`config.mk`:
```
export PLATFORM = sky130hd
export DESIGN_NAME = csd_shift_add_mult
export DESIGN_NICKNAME = d
export VERILOG_FILES = /design/src/rtl/csd_shift_add_mult.sv
export SDC_FILE = /design/constraint.sdc
export NUM_CORES = 1
export LEC_CHECK = 0
export BUFFER_PORTS_ARGS = -buffer_cell sky130_fd_sc_hd__clkbuf_2
export CELL_PAD_IN_SITES_DETAIL_PLACEMENT = 1
export CELL_PAD_IN_SITES_GLOBAL_PLACEMENT = 2
export CORE_ASPECT_RATIO = 1.25
export CORE_MARGIN = 5
export CORE_UTILIZATION = 37
export CTS_CLUSTER_DIAMETER = 150
export DETAILED_ROUTE_END_ITERATION = 10
export GPL_TIMING_DRIVEN = 0
export PLACE_DENSITY_LB_ADDON = 0.25
export SLEW_MARGIN = 20
export SYNTH_ARGS = -nofsm -noshare
export SYNTH_HDL_FRONTEND = slang
export SYNTH_SLANG_ARGS = --single-unit
```
`constraint.sdc`:
```
create_clock -name clk -period 6 [get_ports clk]
set_input_delay 0.3 -clock clk [delete_from_list [all_inputs] [get_ports clk]]
set_output_delay 0.3 -clock clk [all_outputs]
set_load 0.01 [all_outputs]
```
`src/rtl/csd_shift_add_mult.sv`:
```
// Multiplies signed xIn by a CSD constant read digit-by-digit from the converter's memory (shift-add/sub only).
// Latency: done pulses 2N+1 cycles after the accepted start (19 cycles for N=9); one digit per READ/ACC pair.
// Backpressure: none; start is only honoured in IDLE, and starts while busy or during done are dropped.
module csd_shift_add_mult #(
  parameter int DW = 8,
  parameter int N  = 9,
  parameter int PW = DW + N
) (
  input  logic                 clk,
  input  logic                 reset,
  input  logic                 start,
  input  logic signed [DW-1:0] xIn,
  output logic                 reCsd,
  output logic [3:0]           address,
  input  logic [DW-1:0]        csdData,
  output logic signed [PW-1:0] product,
  output logic                 busy,
  output logic                 done,
  output logic                 err
);

  typedef enum logic [1:0] {IDLE, READ, ACC, FIN} state_t;

  state_t state, state_nxt;

  logic [3:0]           idx;
  logic signed [DW-1:0] x_q;
  logic signed [1:0]    prev_q;     // previous digit: +1, 0 or -1
  logic signed [1:0]    dig;        // digit decoded from the memory word
  logic                 dig_bad;    // memory word is not a legal digit
  logic                 last;
  logic signed [PW-1:0] x_ext;
  logic signed [PW-1:0] x_sh;

  assign last  = (idx == 4'(N - 1));
  assign x_ext = {{(PW-DW){x_q[DW-1]}}, x_q};
  assign x_sh  = x_ext <<< idx;

  // Decode the memory word; illegal words count as a zero digit and are flagged.
  always_comb begin
    dig     = 2'sb00;
    dig_bad = 1'b0;
    if (csdData == DW'(1)) begin
      dig = 2'sb01;
    end else if (csdData == {DW{1'b1}}) begin
      dig = 2'sb11;
    end else if (csdData != '0) begin
      dig_bad = 1'b1;
    end
  end

  // State register.
  always_ff @(posedge clk) begin
    if (reset) begin
      state <= IDLE;
    end else begin
      state <= state_nxt;
    end
  end

  // Next-state and control outputs; memory is read in READ, its data consumed in ACC.
  always_comb begin
    state_nxt = state;
    reCsd     = 1'b0;
    busy      = 1'b0;
    done      = 1'b0;
    case (state)
      IDLE: begin
        if (start) begin
          state_nxt = READ;
        end
      end
      READ: begin
        reCsd     = 1'b1;
        busy      = 1'b1;
        state_nxt = ACC;
      end
      ACC: begin
        busy      = 1'b1;
        state_nxt = last ? FIN : READ;
      end
      FIN: begin
        done      = 1'b1;
        state_nxt = IDLE;
      end
      default: state_nxt = IDLE;
    endcase
  end

  // Address is only meaningful while reading; park it at zero otherwise.
  assign address = reCsd ? idx : 4'd0;

  // Datapath: capture operand on start, accumulate one shifted +/-x per digit, track canonicity.
  always_ff @(posedge clk) begin
    if (reset) begin
      idx     <= 4'd0;
      x_q     <= '0;
      prev_q  <= 2'sb00;
      product <= '0;
      err     <= 1'b0;
    end else begin
      case (state)
        IDLE: begin
          if (start) begin
            x_q     <= xIn;
            product <= '0;
            err     <= 1'b0;
            idx     <= 4'd0;
            prev_q  <= 2'sb00;
          end
        end
        ACC: begin
          case (dig)
            2'sb01:  product <= product + x_sh;
            2'sb11:  product <= product - x_sh;
            default: product <= product;
          endcase
          // Two nonzero digits in a row means the stream is not canonical.
          if (dig_bad || ((dig != 2'sb00) && (prev_q != 2'sb00))) begin
            err <= 1'b1;
          end
          prev_q <= dig;
          if (!last) begin
            idx <= idx + 4'd1;
          end
        end
        default: ;
      endcase
    end
  end

endmodule
```
==> flow_summary_export.csv, run 1 <==
group,metric,value,unit
global_routing,antenna_found_initial,0,
layout,nets,543,
layout,regArea,680.7,um^2
global_routing,grt_pass1_vias,3750,
setup_path,cpMaxStageDelayCell,"dfxtp_1",
setup_path,cp_num_cells,17,
timing,setup_violations,0,
timing,finalHoldViolations,0,
clock_network,numClockSinks,34,
detailed_routing,vias_per_cell,5.579,
clock_network,cts_tree,"built",
setup_path,crit_arrival,4.49,ns
detailed_routing,top_layer,"met4",
timing,skew,0.004800,ns
setup_path,crit_path_cell_trace,"buf_6 > buf_6 > mux2i_1 > a211oi_2 > o31ai_1 > and3_2 > nand3_1 > o41ai_1 > xor2_1 > ha_1 > nand2_1 > o21ai_0 > a41oi_1 > a21oi_1 > xor2_1 > a21oi_1 > o22ai_1",
pwr,power.leakage,1.657,nW
timing,finalMaxSlewViolations,0,
clock_network,clockBufferDepth,2,
yosys,netlist_instances,449,
yosys,yosys.area.top_type,"dfxtp_1",
placement,place_congestion,0.8885,
worst_hold_path,worstHoldPathType,"primary input to flop",
layout,drive_gt1_share,17.60,%
placement,io_buffer_count,43,
yosys,synthTopCellsByArea,"dfxtp_1 (20%), ha_1 (8.8%), nand2_1 (6.3%)",
detailed_routing,num_vias,3476,
pwr,p_total,1.156,mW
detailed_routing,wl_per_cell,17.72,um
floorplan,start_util,37.58,%
clock_network,cts_hold_buf,0,
yosys,synth_top_area_share,19.85,%
layout,n_antenna_cell,0,
placement,dp_hpwl,8940,um
global_routing,grt_max_degree,11,
global_routing,grt_pass1_wl,18750,um
setup_path,critical_path_class,"flop to flop",
clock_network,cts_buffers,5,
setup_path,crit_required,6.17,ns
setup_path,crit_family,"compound AO/OA/AOI/OAI gates",
yosys,synth-main-ff-cell,"dfxtp_1",
yosys,synth_edf_count,0,
clock_network,root_buffer,"clkbuf_16",
setup_path,reg2reg_from,"idx[0]",
pwr,ir_drop,110.9,uV
setup_path,worstSetupStartpointType,"flop",
floorplan,core,0.009125,mm^2
yosys,synthArstFlopShare,0,%
timing,relSlewSlack,50.77,%
clock_network,path_clk_slew,0.06,ns
floorplan,dieArea,0.01131,mm^2
layout,fillerInstances,1182,
yosys,netlist_area,0.003430,mm^2
layout,postLayoutCellArea,0.003961,mm^2
detailed_routing,ant_nets,0,
placement,place_area,0.003799,mm^2
floorplan,die_w,96.11,um
setup_path,cp-end-kind,"flop",
setup_path,r2r_cells,17,
layout,finalNonFillerCells,623,
yosys,syn_nets,493,
worst_hold_path,worstHoldStart,"xIn[0]",
layout,multi_input_area,0.002529,mm^2
setup_path,ff2ff_setup_slack,1.68,ns
detailed_routing,met1_length,4648,um
detailed_routing,wl_met2,5905,um
floorplan,ios,44,
global_routing,grt-ovfl-total,0,
setup_path,cp_max_fo,10,
pwr,power_density,291.8,mW/mm^2
status,outcome,"finished, final reports clean",
floorplan,row_count,39,
timing,rsz0062_at_grt,"false",
timing,fin_tns_setup,0,ns
detailed_routing,met3_length,286,um
yosys,yosysWarnings,0,
yosys,synth_cell_types,70,
placement,place_inst,615,
timing,min_period_over_period,71.99,%
setup_path,crit_path_max_incr_delay,0.50,ns
floorplan,die_height,117.6,um
yosys,seq_area_frac_synth,19.85,%
worst_hold_path,whs_path_depth,3,
timing,max_freq,231.5,MHz
timing,tightestPinTransition,0.7357,ns
run,timing.max_cap.violations,0,
clock_network,insertion_delay,0.29,ns
timing,min_period,4.319,ns
clock_network,h-tree-depth,2,
detailed_routing,dr.first_iter.drc_count,97,
setup_path,crit_start,"idx[0]",
global_routing,grt_use_total,20.64,%
yosys,avgSynthCellArea,7.638,um^2
clock_network,postCtsSetupBuffers,0,
layout,syn_to_final_growth,15.51,%
yosys,synth-seq-cells,34,
setup_path,crit_buf_inv,2,
clock_network,ctsResizeCount,0,
detailed_routing,drc,0,
detailed_routing,drtPass1Iterations,4,
detailed_routing,wirelength,11040,um
logic make-up after synthesis:
family / share of synthesized area (%)
xor+xnor: 5.874
mux: 7.078
simple gates: 25.03
fa+ha+maj: 9.340
flops: 19.85
buf+inv: 6.421
compound gates: 26.41
area by class of cell:
type                       instances  area share [%]
buffer                            27           4.043
clock buffer                       7           3.348
clock inverter                     1          0.7581
inverter                          16           1.516
multi-input combinational        372           63.83
sequential                        34           17.18
tap                              123           3.885
timing repair buffer              43           5.433
Yosys cell counts (all sizes together), types with 4 or more instances:
cell type   n
a211oi      5
a21boi      5
a21o        7
a21oi      41
a22oi       7
a311oi      5
a31oi       5
and2        9
and3        4
and4        4
buf        17
clkbuf     10
dfxtp      34
ha         24
inv        15
mux2i       7
mux4        6
nand2      58
nand2b      6
nand3       7
nor2       46
nor2b       8
nor3        7
nor3b       5
nor4        5
o21a        4
o21ai      29
or2         4
or3         5
xnor2      16
xor2        7
path summary, 6_finish.rpt:
kind | end
max reg2reg | product[16]
min reg2reg | product[16]
min | x_q[0]
max | product[16]
stage by stage:
step	setup WS, ns	utilization, %	hold WS, ns
2_1_floorplan	2.372	-	0.4360
3_3_place_gp	1.759	41.63	0.4517
3_5_place_dp	1.661	41.63	0.4687
4_1_cts	1.639	43.41	0.2334
5_1_grt	1.275	43.41	0.2413
6_report	1.681	43.41	0.2298
where the power goes:
part	switching [mW]	leakage (nW)	internal, mW	total, mW
sequential	0.0152	0.276	0.239	0.254
combinational	0.349	1.30	0.249	0.598
clock	0.107	0.0781	0.197	0.304
total	0.471	1.66	0.685	1.16
registers in the layout (all words and copies together), names as in the netlist:
name	count
product	17
x_q	8
idx	4
prev_q	2
state	2
err	1
placed cells by master (no fill, tap or decap), types with 12 or more instances in the layout:
| cell type | instances |
|---|---|
| a21oi_1 | 41 |
| clkbuf_1 | 12 |
| clkbuf_2 | 43 |
| dfxtp_1 | 34 |
| ha_1 | 24 |
| inv_1 | 15 |
| nand2_1 | 58 |
| nor2_1 | 46 |
| o21ai_0 | 25 |
| xnor2_1 | 16 |
worst reg2reg max path: stages, from the launching register on:
cell and delay, ns:
dfxtp_1 0.50, buf_6 0.21, buf_6 0.15, mux2i_1 0.27
a211oi_2 0.13, o31ai_1 0.44, and3_2 0.35, nand3_1 0.12
o41ai_1 0.48, xor2_1 0.27, ha_1 0.34, nand2_1 0.12
o21ai_0 0.09, a41oi_1 0.21, a21oi_1 0.12, xor2_1 0.16
a21oi_1 0.15, o22ai_1 0.09
layer usage:
layer	vias up	GRT usage, %
met4	0	5.605
met5	-	0
li1	1730	-
met1	1682	23.27
met2	51	39.18
met3	13	2.430
Note: power is estimated with default switching activity, not from simulation.
==> run 2: changes to the inputs <==
CORE_UTILIZATION = 34   (was 37)
clock period = 4.31 ns   (was 6 ns; I/O delays follow)
==> run 2 against run 1 <==
Effect of this change:
- cell count is 0.96% higher
- largest cell class unchanged
- clock power up 38%
- power increased by 41%
- register-to-register slack got worse by 1.5 ns
- hold slack worse by 0.081 ns
==> flow_summary_export.csv, run 2 (synthesis gave the netlist of run 1 again) <==
group,metric,value,unit
status,outcome,"finished, final reports clean",
run,timing.max_cap.violations,0,
layout,final_common_cell,"nand2_1",
setup_path,crit_required,4.47,ns
setup_path,reg2reg_from,"idx[2]",
setup_path,worstSetupStartpointType,"flop",
clock_network,cts_buffers,5,
layout,postLayoutCoreUtil,40.06,%
pwr,power_frac_seq,21.8,%
floorplan,ios,44,
global_routing,top_usage_layer,"met2",
floorplan,dieArea,0.01221,mm^2
setup_path,r2r_cells,15,
clock_network,postCtsSetupBuffers,0,
layout,multi_input_area,0.002561,mm^2
placement,io_buffer_count,43,
global_routing,grt-ovfl-total,0,
detailed_routing,drc,0,
global_routing,met2_usage,36.23,%
worst_hold_path,worstHoldPathType,"primary input to flop",
layout,largest_register_ffs,17,
detailed_routing,ant_nets,0,
layout,syn_to_final_growth,16.86,%
floorplan,row_count,41,
detailed_routing,num_vias,3527,
timing,skew,0.005467,ns
detailed_routing,dr.first_iter.drc_count,168,
pwr,power_density,405.5,mW/mm^2
clock_network,insertion_delay,0.29,ns
timing,setup_violations,0,
pwr,clkPwrFrac,25.9,%
global_routing,grt_use_total,18.68,%
floorplan,start_util,34.28,%
setup_path,crit_path_end,"product[13]",
global_routing,grt_max_degree,11,
timing,max_freq,242.8,MHz
pwr,power.leakage,1.668,nW
setup_path,cp-end-kind,"flop",
placement,dp_hpwl,8927,um
floorplan,die_height,122.3,um
pwr,p_int,0.9576,mW
setup_path,critical_path_class,"flop to flop",
clock_network,cts_hold_buf,0,
clock_network,h-tree-depth,2,
clock_network,clockBufferDepth,2,
layout,drive_gt1_share,19.60,%
clock_network,root_buffer,"clkbuf_16",
timing,tightestPinTransition,0.6810,ns
setup_path,timing.rr.end,"product[13]",
layout,reg_top3,"product: 17 flops, x_q: 8 flops, idx: 4 flops",
global_routing,antenna_found_initial,0,
placement,place_congestion,0.8293,
global_routing,grt_util_met1,20.99,%
clock_network,path_clk_slew,0.06,ns
timing,rsz0062_at_grt,"true",
detailed_routing,wirelength,11170,um
setup_path,cp_max_fo,9,
pwr,switching_share,41.08,%
clock_network,numClockSinks,34,
timing,min_period_over_period,95.58,%
setup_path,ff2ff_setup_slack,0.19,ns
pwr,ir_drop,161.1,uV
timing,relSlewSlack,54.43,%
floorplan,die_w,99.83,um
clock_network,cts_tree,"built",
layout,largest_register,"product",
floorplan,core,0.01000,mm^2
global_routing,grtUsageMet3,2.388,%
setup_path,crit_arrival,4.27,ns
timing,finalHoldViolations,0,
layout,fillerInstances,1271,
timing,finalMaxSlewViolations,0,
timing,min_period,4.119,ns
detailed_routing,wl_per_cell,17.76,um
setup_path,crit_start,"idx[2]",
global_routing,grt_pass1_wl,18110,um
detailed_routing,drtPass1Iterations,4,
timing,whs,0.1493,ns
layout,regArea,681.9,um^2
layout,n_antenna_cell,0,
global_routing,grt_pass1_vias,3583,
layout,nets,543,
pwr,p_switching,0.6677,mW
pwr,comb_power_share,52.3,%
layout,final_cell_mix,"nand2_1 (58), clkbuf_2 (45), nor2_1 (45)",
detailed_routing,vias_per_cell,5.607,
==> run 2: final cells by class <==
type	count	area share, %
clock buffer	7	3.309
inverter	16	1.499
sequential	34	17.02
multi-input combinational	372	63.91
clock inverter	1	0.7493
buffer	27	4.121
tap	129	4.027
timing repair buffer	43	5.370
==> run 2: repair_timing <==
item                       in CTS  in global routing
setup endpoints to repair       2                  5
resized for setup               3                 12
pin swaps                       0                  1
==> run 2: stage by stage <==
step           setup TNS (ns)  power, mW  worst slack, ns  area [um^2]  instances
2_1_floorplan               0     0.9907           0.6821         3430        449
3_3_place_gp         -0.02309      1.177         -0.01967         3806        621
3_5_place_dp         -0.07086      1.199         -0.05673         3806        621
4_1_cts                     0      1.634          0.07877         3983        629
5_1_grt              -0.02599      1.739         -0.01542         4008        629
6_report                    0      1.625           0.1906         4008        629
==> run 2: critical path, cell delays in order, from the launching register on <==
cell and delay [ns]:
dfxtp_1 0.30, buf_2 0.19, clkinv_1 0.34, o221a_2 0.28
or2_2 0.31, o21a_1 0.20, a2111o_1 0.41, o21ai_0 0.17
ha_1 0.35, a2111o_1 0.41, o2111ai_2 0.24, a311oi_2 0.18
a21o_1 0.21, a21oi_1 0.16, xor2_1 0.15, o21ai_0 0.09
==> run 2: how the worst min path moves through the flow <==
stage	startpoint	to	slack, ns	cells past startpoint
5_1_grt	xIn[7]	x_q[7]	0.16	3
3_3_place_gp	xIn[4]	x_q[4]	0.44	3
4_1_cts	xIn[5]	x_q[5]	0.15	3
2_1_floorplan	xIn[3]	x_q[3]	0.35	2
6_report	xIn[5]	x_q[5]	0.15	3
3_5_place_dp	xIn[5]	x_q[5]	0.45	3
==> run 2: per-layer routing <==
layer | up-vias | wire length [um]
met5 | - | 0
met4 | 0 | 197
met3 | 11 | 278
met2 | 55 | 5928
met1 | 1735 | 4764
li1 | 1726 | -
==> run 2: power groups by stage <==
stage / logic [mW] / registers, mW / clock network, mW
5_1_grt: 0.939 / 0.358 / 0.441
2_1_floorplan: 0.635 / 0.356 / 0
6_report: 0.849 / 0.355 / 0.421
3_3_place_gp: 0.816 / 0.360 / 0
3_5_place_dp: 0.838 / 0.361 / 0
4_1_cts: 0.851 / 0.355 / 0.428
==> run 3: changes to the inputs <==
SETUP_SLACK_MARGIN = 0.3   (was default)
==> run 3 against run 2 <==
Effect of this change:
- count of clock-buffer cells in the layout unchanged
- sequential cell count unchanged
- power increased by 6.5%
- die area unchanged
- combinational power increased by 13%
- clock power about the same
- non-clock buffer count increased by 12
- global-route usage increased by 0.12 points
==> flow_summary_export.csv, run 3 (synthesis gave the netlist of run 1 again) <==
group,metric,value,unit
layout,largest_register,"product",
clock_network,numClockSinks,34,
timing,min_period_over_period,90.65,%
detailed_routing,drtPass1Iterations,4,
pwr,comb_power_share,55.3,%
pwr,power_frac_seq,20.5,%
worst_hold_path,worstHoldPathType,"primary input to flop",
setup_path,worstSetupStartpointType,"flop",
floorplan,start_util,34.28,%
placement,place_inst,621,
detailed_routing,wl_per_cell,17.79,um
setup_path,cp_num_cells,16,
layout,n_antenna_cell,0,
layout,nets,555,
run,timing.max_cap.violations,0,
detailed_routing,ant_nets,0,
setup_path,crit_start,"idx[1]",
status,outcome,"finished, final reports clean",
pwr,clkPwrFrac,24.2,%
clock_network,path_clk_slew,0.06,ns
pwr,p_switching,0.7084,mW
setup_path,crit_path_cell_trace,"buf_6 > buf_6 > mux2i_1 > o221a_2 > or2_2 > o21a_1 > a2111o_1 > o21ai_2 > ha_1 > a2111o_1 > o2111ai_4 > a311oi_4 > a21o_1 > a21oi_2 > xor2_1 > o21ai_1",
floorplan,core,0.01000,mm^2
setup_path,critical_path_class,"flop to flop",
timing,finalMaxSlewViolations,0,
layout,reg_top3,"product: 17 flops, x_q: 8 flops, idx: 4 flops",
setup_path,cp-end-kind,"flop",
layout,final_cell_mix,"nand2_1 (58), clkbuf_2 (45), nor2_1 (44)",
pwr,power_density,408.8,mW/mm^2
detailed_routing,vias_per_cell,5.543,
global_routing,antenna_found_initial,0,
global_routing,grt_max_degree,11,
timing,relSlewSlack,54.98,%
setup_path,r2r_cells,16,
layout,syn_to_final_growth,23.42,%
setup_path,reg2reg_from,"idx[1]",
clock_network,h-tree-depth,2,
placement,dp_hpwl,8927,um
detailed_routing,wirelength,11400,um
layout,finalNonFillerCells,641,
timing,finalHoldViolations,0,
setup_path,cp_max_fo,10,
pwr,ir_drop,161.2,uV
global_routing,grt_pass1_vias,3619,
worst_hold_path,whs_path_depth,3,
clock_network,insertion_delay,0.28,ns
setup_path,crit_buf_inv,2,
setup_path,cpMaxStageDelayCell,"a2111o_1",
timing,min_period,3.907,ns
clock_network,cts_buffers,5,
global_routing,grt-ovfl-total,0,
global_routing,grt_pass1_wl,18260,um
floorplan,dieArea,0.01221,mm^2
floorplan,die_height,122.3,um
layout,drive_gt1_share,25.20,%
detailed_routing,drc,0,
setup_path,crit_path_max_incr_delay,0.48,ns
floorplan,ios,44,
floorplan,row_count,41,
timing,max_freq,255.9,MHz
detailed_routing,num_vias,3553,
floorplan,die_w,99.83,um
timing,rsz0062_at_grt,"true",
timing,skew,0.004026,ns
setup_path,crit_required,4.47,ns
clock_network,root_buffer,"clkbuf_16",
clock_network,clockBufferDepth,2,
pwr,p_int,1.022,mW
layout,final_common_cell,"nand2_1",
timing,setup_violations,0,
pwr,power.leakage,1.746,nW
setup_path,crit_family,"compound AO/OA/AOI/OAI gates",
placement,place_congestion,0.8293,
worst_hold_path,worstHoldStart,"xIn[5]",
layout,largest_register_ffs,17,
setup_path,crit_arrival,4.07,ns
placement,io_buffer_count,43,
global_routing,grt_use_total,18.80,%
timing,tightestPinTransition,0.6728,ns
detailed_routing,dr.first_iter.drc_count,168,
pwr,switching_share,40.94,%
clock_network,cts_tree,"built",
layout,postLayoutCoreUtil,42.31,%
clock_network,cts_hold_buf,0,
[run 3: cell count changes in the layout (fill, tap and decap cells not counted), sizes merged]
cell / before / now
clkinv: 1 / 0
buf: 15 / 24
clkbuf: 62 / 65
clkinvlp: 0 / 1
[run 3: worst paths after layout]
path                                    end  slack [ns]
worst min register to register          err        0.48
worst max-delay path            product[13]        0.40
worst min-delay path                 x_q[5]        0.15
worst max register to register  product[13]        0.40
[run 3: area by class of cell]
class                           count  area, um^2
Inverter                           16       63.81
Sequential cell                    34       685.7
Buffer                             27       175.2
Multi-Input combinational cell    372        2681
Clock buffer                        7       132.6
Clock inverter                      1       30.03
Tap cell                          129       161.4
Fill cell                        1263        5771
Timing Repair Buffer               55       302.8
[run 3: timing repair]
| item | 4_1_cts | 5_1_grt |
|---|---|---|
| setup buffers | 2 | 10 |
| gates resized for setup | 17 | 32 |
| pin swaps | 2 | 14 |
| endpoints found under the setup margin | 5 | 7 |
[run 3: per-stage QoR]
step	setup slack [ns]	hold slack (ns)	area, um^2	total power, mW	TNS (ns)
after floorplan	0.6821	0.3515	3430	0.9907	0
after global placement	-0.01967	0.4376	3806	1.177	-0.02309
after detailed placement	-0.05673	0.4476	3806	1.199	-0.07086
after CTS	0.2492	0.1507	4045	1.657	0
after global routing	0.2627	0.1634	4233	1.849	0
final	0.4028	0.1496	4233	1.731	0
[run 3: worst reg2reg max path, stage by stage (launching register included)]
cell       delay, ns
dfxtp_2         0.33
buf_6           0.13
buf_6           0.14
mux2i_1         0.14
o221a_2         0.34
or2_2           0.31
o21a_1          0.19
a2111o_1        0.38
o21ai_2         0.09
ha_1            0.28
a2111o_1        0.48
o2111ai_4       0.27
a311oi_4        0.15
a21o_1          0.19
a21oi_2         0.14
xor2_1          0.15
o21ai_1         0.08
[run 3: power groups by stage]
stage          Sequential [mW]  Combinational, mW  Clock (mW)
2_1_floorplan            0.356              0.635           0
3_3_place_gp             0.360              0.816           0
3_5_place_dp             0.361              0.838           0
4_1_cts                  0.355              0.874       0.428
5_1_grt                  0.358               1.05       0.441
6_report                 0.355              0.956       0.419
[run 3: per-layer routing]
metal | wire length, um | vias to the layer above | track usage [%]
li1 | - | 1748 | -
met1 | 4830 | 1740 | 20.88
met2 | 6066 | 49 | 36.31
met3 | 264 | 16 | 2.558
met4 | 240 | 0 | 5.978
met5 | 0 | - | 0
